## config.mk

```make
export PLATFORM = sky130hd
export DESIGN_NAME = writeback_stage
export DESIGN_NICKNAME = d
export VERILOG_FILES = /design/src/rtl/writeback_stage.sv
export SDC_FILE = /design/constraint.sdc
export NUM_CORES = 1
export LEC_CHECK = 0
export BUFFER_PORTS_ARGS = -buffer_cell sky130_fd_sc_hd__buf_4
export CAP_MARGIN = 40
export CORE_MARGIN = 10
export CORE_UTILIZATION = 35
export CTS_BUF_LIST = sky130_fd_sc_hd__clkbuf_8 sky130_fd_sc_hd__clkbuf_16
export DETAILED_ROUTE_END_ITERATION = 7
export SYNTH_ARGS = -nofsm -noshare
export SYNTH_HDL_FRONTEND = slang
export SYNTH_SLANG_ARGS = --single-unit
```

## constraint.sdc

```tcl
create_clock -name clk -period 2.4 [get_ports clk]
set_input_delay 0.36 -clock clk [delete_from_list [all_inputs] [get_ports clk]]
set_output_delay 0.36 -clock clk [all_outputs]
set_load 0.05 [all_outputs]
```

## src/rtl/writeback_stage.sv

```systemverilog
// writeback_stage: final pipeline stage of the 8-bit core.
// Commits execute results to an 8x8 register file. MUL/DIV write their
// second byte one cycle later. STOREs go out through a request/ack port.
// The stage latches the architectural flags and counts retired instructions.
// Ports:
//   clk, reset                    - clock, synchronous active-high reset
//   in_valid/in_ready             - instruction handshake from execute
//   opcode, rd, mem_addr, result  - executed instruction payload
//   zero/carry/ac/parity_in       - flags produced by execute
//   rd_addr_a/b, rd_data_a/b      - combinational operand read ports
//   mem_we/waddr/wdata, mem_ack   - data-memory store port
//   *_flag                        - architectural flags
//   halted, retired_count         - status
module writeback_stage #(
  parameter int unsigned RETIRE_W = 16
) (
  input  logic                clk,
  input  logic                reset,
  input  logic                in_valid,
  output logic                in_ready,
  input  logic [4:0]          opcode,
  input  logic [2:0]          rd,
  input  logic [3:0]          mem_addr,
  input  logic [15:0]         result,
  input  logic                zero_in,
  input  logic                carry_in,
  input  logic                ac_in,
  input  logic                parity_in,
  input  logic [2:0]          rd_addr_a,
  input  logic [2:0]          rd_addr_b,
  output logic [7:0]          rd_data_a,
  output logic [7:0]          rd_data_b,
  output logic                mem_we,
  output logic [3:0]          mem_waddr,
  output logic [7:0]          mem_wdata,
  input  logic                mem_ack,
  output logic                zero_flag,
  output logic                carry_flag,
  output logic                ac_flag,
  output logic                parity_flag,
  output logic                halted,
  output logic [RETIRE_W-1:0] retired_count
);

  localparam int unsigned DATA_W = 8;
  localparam int unsigned REG_N  = 8;
  localparam int unsigned RADR_W = 3;

  localparam logic [4:0] OP_MOV   = 5'b00000;
  localparam logic [4:0] OP_ADD   = 5'b00001;
  localparam logic [4:0] OP_SUB   = 5'b00010;
  localparam logic [4:0] OP_MUL   = 5'b00011;
  localparam logic [4:0] OP_DIV   = 5'b00100;
  localparam logic [4:0] OP_INC   = 5'b00101;
  localparam logic [4:0] OP_DEC   = 5'b00110;
  localparam logic [4:0] OP_AND   = 5'b00111;
  localparam logic [4:0] OP_OR    = 5'b01000;
  localparam logic [4:0] OP_NOT   = 5'b01001;
  localparam logic [4:0] OP_XOR   = 5'b01010;
  localparam logic [4:0] OP_LOAD  = 5'b01011;
  localparam logic [4:0] OP_STORE = 5'b01100;
  localparam logic [4:0] OP_SH0   = 5'b10000;
  localparam logic [4:0] OP_SH1   = 5'b10001;
  localparam logic [4:0] OP_SH2   = 5'b10010;
  localparam logic [4:0] OP_SH3   = 5'b10011;
  localparam logic [4:0] OP_ROT0  = 5'b10100;
  localparam logic [4:0] OP_ROT1  = 5'b10101;
  localparam logic [4:0] OP_CMP   = 5'b11001;
  localparam logic [4:0] OP_HALT  = 5'b11111;

  typedef enum logic [1:0] {
    S_IDLE,
    S_WR_HI,
    S_MEM_WR,
    S_HALTED
  } state_t;

  state_t state, state_n;

  logic [DATA_W-1:0] regs [REG_N];
  logic [DATA_W-1:0] hi_byte;
  logic [RADR_W-1:0] hi_rd;

  // Opcode classification
  logic wr_lo, wide, store, halt_op, upd_zp, upd_c, upd_ac;

  // FSM controls
  logic              accept;
  logic              rf_we;
  logic [RADR_W-1:0] rf_waddr;
  logic [DATA_W-1:0] rf_wdata;
  logic              retire;
  logic              lat_hi;
  logic              lat_st;

  // Decode: which results are written and which flags the opcode owns
  always_comb begin
    wr_lo   = 1'b0;
    wide    = 1'b0;
    store   = 1'b0;
    halt_op = 1'b0;
    upd_zp  = 1'b0;
    upd_c   = 1'b0;
    upd_ac  = 1'b0;
    case (opcode)
      OP_ADD, OP_SUB, OP_INC, OP_DEC: begin
        wr_lo = 1'b1; upd_zp = 1'b1; upd_c = 1'b1; upd_ac = 1'b1;
      end
      OP_MOV, OP_AND, OP_OR, OP_NOT, OP_XOR, OP_ROT0, OP_ROT1: begin
        wr_lo = 1'b1; upd_zp = 1'b1;
      end
      OP_SH0, OP_SH1, OP_SH2, OP_SH3: begin
        wr_lo = 1'b1; upd_zp = 1'b1; upd_c = 1'b1;
      end
      OP_MUL, OP_DIV: begin
        wide = 1'b1; upd_zp = 1'b1;
      end
      OP_LOAD:  wr_lo   = 1'b1;
      OP_STORE: store   = 1'b1;
      OP_CMP:   upd_zp  = 1'b1;
      OP_HALT:  halt_op = 1'b1;
      default: ;
    endcase
  end

  // Next-state and datapath controls
  always_comb begin
    state_n  = state;
    accept   = in_valid && (state == S_IDLE);
    rf_we    = 1'b0;
    rf_waddr = rd;
    rf_wdata = result[DATA_W-1:0];
    retire   = 1'b0;
    lat_hi   = 1'b0;
    lat_st   = 1'b0;
    case (state)
      S_IDLE: begin
        if (accept) begin
          if (wide) begin
            rf_we   = 1'b1;
            lat_hi  = 1'b1;
            state_n = S_WR_HI;
          end else if (store) begin
            lat_st  = 1'b1;
            state_n = S_MEM_WR;
          end else if (halt_op) begin
            retire  = 1'b1;
            state_n = S_HALTED;
          end else begin
            rf_we  = wr_lo;
            retire = 1'b1;
          end
        end
      end
      S_WR_HI: begin
        rf_we    = 1'b1;
        rf_waddr = hi_rd;
        rf_wdata = hi_byte;
        retire   = 1'b1;
        state_n  = S_IDLE;
      end
      S_MEM_WR: begin
        if (mem_ack) begin
          retire  = 1'b1;
          state_n = S_IDLE;
        end
      end
      S_HALTED: ;
      default: state_n = S_IDLE;
    endcase
  end

  // State register with registered status outputs derived from the next state
  always_ff @(posedge clk) begin
    if (reset) begin
      state    <= S_IDLE;
      in_ready <= 1'b1;
      halted   <= 1'b0;
      mem_we   <= 1'b0;
    end else begin
      state    <= state_n;
      in_ready <= (state_n == S_IDLE);
      halted   <= (state_n == S_HALTED);
      mem_we   <= (state_n == S_MEM_WR);
    end
  end

  // Register file, latches, flags and retire counter
  always_ff @(posedge clk) begin
    if (reset) begin
      for (int i = 0; i < REG_N; i++) regs[i] <= '0;
      hi_byte       <= '0;
      hi_rd         <= '0;
      mem_waddr     <= '0;
      mem_wdata     <= '0;
      zero_flag     <= 1'b0;
      carry_flag    <= 1'b0;
      ac_flag       <= 1'b0;
      parity_flag   <= 1'b0;
      retired_count <= '0;
    end else begin
      if (rf_we) regs[rf_waddr] <= rf_wdata;
      if (lat_hi) begin
        hi_byte <= result[15:8];
        hi_rd   <= rd + 3'd1;   // wraps r7 -> r0
      end
      if (lat_st) begin
        mem_waddr <= mem_addr;
        mem_wdata <= result[DATA_W-1:0];
      end
      if (accept && upd_zp) begin
        zero_flag   <= zero_in;
        parity_flag <= parity_in;
      end
      if (accept && upd_c)  carry_flag <= carry_in;
      if (accept && upd_ac) ac_flag    <= ac_in;
      if (retire) retired_count <= retired_count + RETIRE_W'(1);
    end
  end

  // Operand reads see stored contents only (no write bypass)
  assign rd_data_a = regs[rd_addr_a];
  assign rd_data_b = regs[rd_addr_b];

endmodule

```

==> results_dict.tcl <==
set metrics [dict create \
    worst_clock_skew_ns 0.01114 \
    grt_start_max_net_pins 56 \
    viasPerCell 5.287 \
    outcome "completed" \
    grt.met1_usage 0.1660 \
    die_w_um 144.6 \
    drtPass1Iterations 4 \
    final-max-slew-violation-count 0 \
    count_of_flip_flops_with_a_built_in_enable_after_synthesis 64 \
    gr-usage-met3 0.05608 \
    max_freq_mhz 469.9 \
    cts_tree "built" \
    post-synth-top-area-fraction 0.3535 \
    cts_buffer_depth 2 \
    critical-path-max-stage-delay_ns 0.48 \
    global_route.usage.met2 0.2211 \
    drtIter0Drc 335 \
    worst_r2r_startpoint "state[0]$_SDFF_PP0_" \
    insertion_delay_ns 0.36 \
    placed_cell_area_mm2 0.006450 \
    crit-reg2reg-capture "regs[2][0]$_SDFFCE_PN0P_" \
    syn_area_mm2 0.005436 \
    max-vdd-ir-drop_v 0.0002552 \
    worst_margin_pin_slew_ns 0.5933 \
    root_cell_of_the_clock_tree "clkbuf_16" \
    grt_antenna_before_repair 0 \
    cell_leakage_power_nw 2.662 \
    post-synth-top-count-cell "nor2_1" \
    timing.critical_path.to_type "output port" \
    setup-tns-final_ns 0 \
    worstSetupEndpoint "rd_data_b[3]" \
    cp_cell_sequence "mux4_2 > mux2_2 > buf_4" \
    power-per-cell-area_mw_per_mm2 630.8 \
    crit_start "regs[2][3]$_SDFFCE_PN0P_" \
    relSlewSlack 0.6045 \
    postRouteAntennaNets 0 \
    postSynthCellCount 447 \
    hold_class "input pin to flop" \
    nFillCells 1424 \
    dp_hpwl_um 10940 \
    drcViolationCount 0 \
    top_usage_layer "met2" \
    postCtsSetupBuffers 0 \
    htree_levels 3 \
    cts-resized-gates 0 \
    critical_path.slowest_cell "mux4_2" \
    finalCoreUtilization 0.4438 \
    fp.dieArea_mm2 0.02092 \
    post-route-min-period_ns 2.128 \
    crit_fanout 2 \
    synth.ff_latch_count 112 \
    vias 3944 \
    diodes 0 \
    cts-buffers-inserted 9 \
    finalSetupViolCount 0 \
    timing_worst_setup_path_type "flop to output port" \
    netlist_top_cells_count "102 x nor2_1, 64 x edfxtp_1, 48 x dfxtp_1, 36 x mux2i_1, 32 x mux4_2" \
    placement_rows 45 \
    buffer_ports.inserted 92 \
    ff2ff_path_depth 4 \
    synthesized_netlist_net_count 491 \
    final_nets 597 \
    syn_area_per_cell_um2 12.16 \
    die_h_um 144.6 \
    coreArea_mm2 0.01520 \
    cap_violations 0 \
    yosys_warning_total 0 \
    final_total_power_mw 4.256 \
    cts.sinks 112 \
    design_area_mm2 0.006746 \
    wirelength_um 14270 \
    synthFlopType "edfxtp_1" \
    globalRouteOverflowTotal 0 \
    netlist-cell-type-count 42 \
    initial_core_util 0.3576 \
    routedWlPerCell_um 19.13 \
    holdBufCountCts 0 \
    cts.clk_slew.worst_paths_ns 0.07 \
    cell_type_contributing_the_most_total_cell_area_after_synthesis "edfxtp_1" \
    cp_data_arrival_time_ns 1.77 \
    finalWeightedCongestion 0.7962 \
    boundaryPins 93 \
    hold_viol_final 0 \
    rsz0062_at_grt "false" \
    setup.worst_path.start_class "flop" \
    ff2ff_setup_slack_ns 0.33 \
    synth_sequential_area_ratio 0.5303 \
    vias_in_the_first_global_route 4072 \
    grt_pass1_wl_um 22180 \
    cp.required_ns 2.04 \
    areaGrowthSynthToFinish_pct 24.10 \
    synth-async-reset-ratio 0 \
    drive_gt1_frac 0.3423 \
    finalCritPeriodShare 0.8868 \
    grt_use_total 0.1384 \
    yosys-top-cells-area "edfxtp_1 35%, dfxtp_1 18%, mux4_2 13%" \
]
-- report_power, final --
group	switching [mW]	internal, mW	leakage, nW
clock network	0.699	0.810	0.145
logic	0.362	0.257	1.47
registers	0.0431	2.08	1.05
-- stage by stage --
| stage | setup slack, ns | hold WS, ns | instances |
|---|---|---|---|
| floorplan | 0.05343 | 0.4556 | 447 |
| global placement | 0.3417 | 0.4670 | 730 |
| detailed placement | 0.3170 | 0.4799 | 730 |
| CTS | 0.2673 | 0.1987 | 746 |
| global route | 0.1091 | 0.2064 | 746 |
| finish | 0.2718 | 0.2087 | 746 |
-- sequential cells by signal, summed over array words and instances, names as in the netlist --
name	count
mem_waddr	4
parity_flag	1
mem_we	1
hi_byte	8
retired_count	16
carry_flag	1
hi_rd	3
ac_flag	1
halted	1
zero_flag	1
in_ready	1
state	2
mem_wdata	8
regs	64
-- cell type report --
type,instances,area (um^2),area share
timing repair buffer,118,885.9,0.1313
inverter,5,18.77,0.002782
clock inverter,7,71.32,0.01057
tap,188,235.2,0.03487
sequential,112,2883,0.4273
multi-input combinational,307,2427,0.3598
clock buffer,9,225.2,0.03338
-- cells in the final DEF, fill, tap and decap left out, types with 2 or more instances in the layout --
master	n
buf_4	118
nor2_1	102
edfxtp_1	64
dfxtp_1	48
mux2i_1	36
mux4_2	32
mux2_2	18
a21oi_1	17
nand2_1	12
nand2b_1	9
clkbuf_16	9
nand3_1	8
o21ai_0	8
o31ai_1	7
inv_1	6
nand4_1	6
or4_1	6
or3_1	6
nor2b_1	4
nor3b_1	3
nor3_1	3
a211oi_1	3
and2_1	3
xor2_1	3
o211ai_1	2
nand3b_2	2
nand3_2	2
a21oi_2	2
ha_1	2
clkinv_4	2
-- worst max-delay path, delay by kind of cell, from the launching register on --
family | cells | cell delay [ns]
flip-flops | 1 | 0.45
multiplexers | 2 | 0.76
buffers and inverters | 1 | 0.19
-- metal layers --
layer | up-vias | part of all wire
met3 | 16 | 0.088
li1 | 1876 | -
met1 | 1933 | 0.42
met5 | - | 0
met2 | 119 | 0.47
met4 | 0 | 0.016
-- logic make-up (layout without fill, tap and decap cells) --
| logic type | count (synthesis) | in the layout | share of synthesized area |
|---|---|---|---|
| XOR/XNOR | 4 | 4 | 0.006445 |
| multiplexers | 86 | 86 | 0.2361 |
| flip-flops | 112 | 112 | 0.5303 |
| adder cells (fa/ha/maj) | 2 | 2 | 0.004602 |
| AND/OR/NAND/NOR | 170 | 170 | 0.1475 |
| buffers and inverters | 28 | 139 | 0.02324 |
| AO/OA/AOI/OAI | 45 | 45 | 0.05179 |
-- worst min-delay path by stage --
stage,start,slack (ns),to,cells past startpoint
4_1_cts,rd[0],0.20,hi_rd[0]$_SDFFE_PP0P_,2
3_5_place_dp,hi_byte[6]$_SDFFE_PP0P_,0.48,hi_byte[6]$_SDFFE_PP0P_,2
2_1_floorplan,rd[0],0.46,hi_rd[0]$_SDFFE_PP0P_,1
6_report,rd[0],0.21,hi_rd[0]$_SDFFE_PP0P_,2
3_3_place_gp,retired_count[15]$_SDFFE_PP0P_,0.47,retired_count[15]$_SDFFE_PP0P_,2
5_1_grt,rd[0],0.21,hi_rd[0]$_SDFFE_PP0P_,2
(Power assumes the default switching activity.)
